## config.mk

```make
export PLATFORM = sky130hd
export DESIGN_NAME = sr_latch
export DESIGN_NICKNAME = d
export VERILOG_FILES = /design/src/rtl/sr_latch.sv
export SDC_FILE = /design/constraint.sdc
export NUM_CORES = 1
export LEC_CHECK = 0
export BUFFER_PORTS_ARGS = -buffer_cell sky130_fd_sc_hd__buf_2
export CAP_MARGIN = 0
export CORE_AREA = 2 2 39 41
export CTS_CLUSTER_DIAMETER = 150
export DETAILED_ROUTE_END_ITERATION = 7
export DIE_AREA = 0 0 41 43
export PLACE_DENSITY = 0.3
export RECOVER_POWER = 50
export SYNTH_ARGS = -nofsm -noshare
export SYNTH_HDL_FRONTEND = slang
export SYNTH_SLANG_ARGS = --single-unit
```

## constraint.sdc

```tcl
create_clock -name vclk -period 0.8
set_clock_uncertainty 0.05 [all_clocks]
set_input_delay 0.04 -clock vclk [all_inputs]
set_output_delay 0.04 -clock vclk [all_outputs]
set_load 0.01 [all_outputs]
```

## src/rtl/sr_latch.sv

```systemverilog
// Gated SR latch bank with async reset, selectable S=R=1 policy and a sticky error flag.
// Optional SR_LATCH_ERR_CNT_EN adds err_cnt, a saturating count of falling edges that saw S=R=1.
module sr_latch #(
    parameter int               WIDTH          = 1,
    parameter logic [WIDTH-1:0] RESET_Q        = '0,
    parameter int               INVALID_POLICY = 0
) (
    input  logic             clk,
    input  logic             rst,
    input  logic [WIDTH-1:0] s,
    input  logic [WIDTH-1:0] r,
    output logic [WIDTH-1:0] q,
    output logic [WIDTH-1:0] qbar,
    output logic [WIDTH-1:0] invalid,
    output logic             err_sticky
`ifdef SR_LATCH_ERR_CNT_EN
    ,
    output logic [7:0]       err_cnt
`endif
);

    logic [WIDTH-1:0] q_q;
    logic [WIDTH-1:0] setMask;
    logic [WIDTH-1:0] clrMask;
    logic [WIDTH-1:0] bothHigh;
    logic             errSticky_q;

    // Resolve each bit's request up front so the latch only ever writes constants
    always_comb begin
        bothHigh = s & r;
        setMask  = s & ~r;
        clrMask  = r & ~s;
        if (INVALID_POLICY == 1) begin
            clrMask = clrMask | bothHigh;
        end else if (INVALID_POLICY == 2) begin
            setMask = setMask | bothHigh;
        end
    end

    always_latch begin
        if (rst) begin
            q_q <= RESET_Q;
        end else if (clk) begin
            for (int i = 0; i < WIDTH; i++) begin
                if (setMask[i]) begin
                    q_q[i] <= 1'b1;
                end else if (clrMask[i]) begin
                    q_q[i] <= 1'b0;
                end
            end
        end
    end

    assign invalid = {WIDTH{clk}} & s & r;

    // Sticky flag is itself a latch: opened by any invalid bit, cleared only by reset
    always_latch begin
        if (rst) begin
            errSticky_q <= 1'b0;
        end else if (|invalid) begin
            errSticky_q <= 1'b1;
        end
    end

    assign q          = q_q;
    assign qbar       = ~q_q;
    assign err_sticky = errSticky_q;

`ifdef SR_LATCH_ERR_CNT_EN
    logic [7:0] errCnt_q;
    logic [7:0] errCnt_d;

    always_comb begin
        errCnt_d = errCnt_q;
        if ((|bothHigh) && (errCnt_q != 8'hFF)) begin
            errCnt_d = errCnt_q + 8'd1;
        end
    end

    // Counted on the closing edge so each open phase ending in S=R=1 counts once
    always_ff @(negedge clk or posedge rst) begin
        if (rst) begin
            errCnt_q <= 8'd0;
        end else begin
            errCnt_q <= errCnt_d;
        end
    end

    assign err_cnt = errCnt_q;
`endif

endmodule

```

== Yosys cells after proc, flatten, opt, wreduce, memory -nomap -nowiden ==
Index checks and enable logic that the tools add are counted.
Operators by class
  bitwise operators: 7
  muxes and demuxes: 12
Operator list (count)
  $mux W1: 12
  $and A1 B1 Y1: 4
  $not A1 Y1: 3
Storage, ports and cells
  output and inout port bits: 4
  word-level logic and storage cells: 21
  flip-flop bits (word level): 0
  latch bits: 2

== Longest topological paths before layout ==
  word-level depth: 6
  gate-level depth with buffers: 3

==> results.json <==
{
  "post_synth_num_cell_types": 7,
  "worstSetupPathType": "in -> out",
  "hold_buffers": 0,
  "syn_avg_cell_area_um2": 7.85,
  "fp.dieH_um": 43,
  "status": "finished clean",
  "final_setup_fails": 0,
  "timing.setup.tns_ns": 0,
  "vias_in_the_first_global_route": 74,
  "detailedPlacementHpwl_um": 189,
  "post-cts-setup-buffer-count": 0,
  "grt_start_max_net_pins": 4,
  "muxShareOfSynthArea_pct": 0,
  "synth_simple_gate_area_share_pct": 27.5,
  "synthDominantCellAreaShare_pct": 34.8,
  "dr.pass1.iters": 2,
  "report.final.hold_viol_count": 0,
  "core_um2": 1380,
  "number_of_antenna_cells_inserted": 0,
  "whs_ns": 0.396,
  "worst_path_buf_inv": 2,
  "largest_family_of_logic_cells_by_synthesized_area": "simple AND/OR/NAND/NOR gates",
  "vias_per_cell": 2.46,
  "timing_worst_slew_pin_value_ns": 0.148,
  "fmax_ghz": 1.80,
  "synth_compound_gate_area_share_pct": 5.80,
  "grt_setup_unrepaired": "false",
  "post_synth_most_frequent_cells": "inv_1 (4), dlxtp_1 (2)",
  "number_of_unconstrained_endpoints": 5,
  "mappedNetlistNets": 16,
  "regArea_um2": 30.0,
  "num_vias": 86,
  "route.antenna.remaining_nets": 0,
  "unclocked_pins": 2,
  "io_pins": 8,
  "critPathMaxFanout": 2,
  "groute.usage.overall_pct": 1.90,
  "initialDrtViolationCount": 3,
  "hold-path-cell-count": 3,
  "final_nets": 26,
  "timing.critical_path.slowest_cell_delay_ns": 0.18,
  "gr-usage-met1_pct": 2.55,
  "groute.layer.met3.usage_pct": 1.05,
  "timing.critical_path.cells": "buf_2 -> and3_4 -> clkbuf_1",
  "yosysTopAreaCell": "dlxtp_1",
  "worstSetupStartpointType": "input port",
  "grt_pass1_wl_um": 248,
  "summed_instance_area_of_the_synthesized_netlist_um2": 86.3,
  "post_synth_inst_count": 11,
  "route.final.wire_length_um": 192,
  "yosysWarnings": 0,
  "maxSlewHeadroom_pct": 90.2,
  "multiInputGateArea_um2": 41.3,
  "synth_xor_xnor_area_share_pct": 0,
  "port_buffers": 8,
  "drc": 0,
  "grt-busiest-layer": "met2",
  "synthTopCellsByArea": "dlxtp_1 (35%), inv_1 (17%), ha_1 (14%)",
  "grtUsageMet2_pct": 2.81,
  "timing.critical_path.depth": 3,
  "cap_violations": 0,
  "grt_overflow_total": 0,
  "synth-adder-area-share_pct": 14.5,
  "start_util_pct": 6.24,
  "postCtsResizedCells": 0,
  "final_layout_size_suffix_gt1_share_pct": 42.1,
  "min_path_type": "in -> out",
  "yosys.cell_count.top_type": "inv_1",
  "timing_max_transition_violations_final": 0,
  "dieArea_um2": 1760,
  "core.rowCount": 14,
  "final.period_utilization_pct": 69.6,
  "power.leakage_uw": 0.0000795,
  "p_per_area_nw_per_um2": 339,
  "number_of_synthesized_flops_with_an_enable_pin": 0,
  "synthToLayoutAreaGrowth_pct": 68.1,
  "fill_cells": 155,
  "timing.final.crit_period_ns": 0.557,
  "cp_data_arrival_time_ns": 0.47,
  "synth-seq-cells": 2,
  "postSynth.topFlopCell": "dlxtp_1",
  "asyncSetResetFlopFracSynth_pct": 0,
  "vdd_ir_drop_max_mv": 0.0826,
  "totalPowerFinal_uw": 49.2,
  "crit_required_ns": 0.71,
  "dieWidth_um": 41,
  "cp_slowest_cell": "and3_4",
  "critPathTopFamily": "buffers and inverters",
  "detail_route.wl_per_cell_um": 5.49,
  "critPathCaptureType": "primary output",
  "place_congestion": 0.473,
  "antenna_found_initial": 0
}
[layer usage]
metal,share of wire [%],vias up
li1,-,48
met2,18,8
met1,50,30
met4,0,0
met5,0,-
met3,32,0
[kinds of logic after synthesis]
family	after synthesis
latches	2
buffers and inverters	4
adders and majority gates	1
and+or+nand+nor	3
AOI/OAI and AO/OA	1
[final timing paths]
kind / startpoint / to / slack, ns
worst min-delay path: clk / invalid / 0.40
worst max-delay path: s / invalid / 0.24
[state kept, by name, indices dropped and copies added (netlist names)]
name        count
err_sticky      1
q               1
[placed cells by master, fill, tap and decap left out]
cell type	instances
and3_4	1
buf_2	7
clkbuf_1	1
dlxtp_1	2
ha_1	1
inv_1	4
nor2b_1	1
o21ai_0	1
or2_1	1
[power breakdown]
part	switching [µW]	internal, µW
combinational	19.2	20.2
clock	0	0
sequential	0.986	8.88
total	20.2	29.0
[per-stage QoR]
| step | worst slack (ns) | std cells | util [%] | instance area (µm²) |
|---|---|---|---|---|
| 2_1_floorplan | 0.489 | 11 | - | 86.3 |
| 3_3_place_gp | 0.265 | 35 | 10.6 | 146 |
| 3_5_place_dp | 0.264 | 35 | 10.6 | 146 |
| 4_1_cts | 0.264 | 35 | 10.6 | 146 |
| 5_1_grt | 0.200 | 35 | 10.5 | 145 |
| 6_report | 0.243 | 35 | 10.5 | 145 |
[cell type report]
cell class / instances / area share, %
Multi-Input combinational cell: 5 / 28.4
Sequential cell: 2 / 20.7
Inverter: 4 / 10.3
Tap cell: 16 / 13.8
Timing Repair Buffer: 8 / 26.7
No activity file was read; power rests on OpenSTA's default activity.
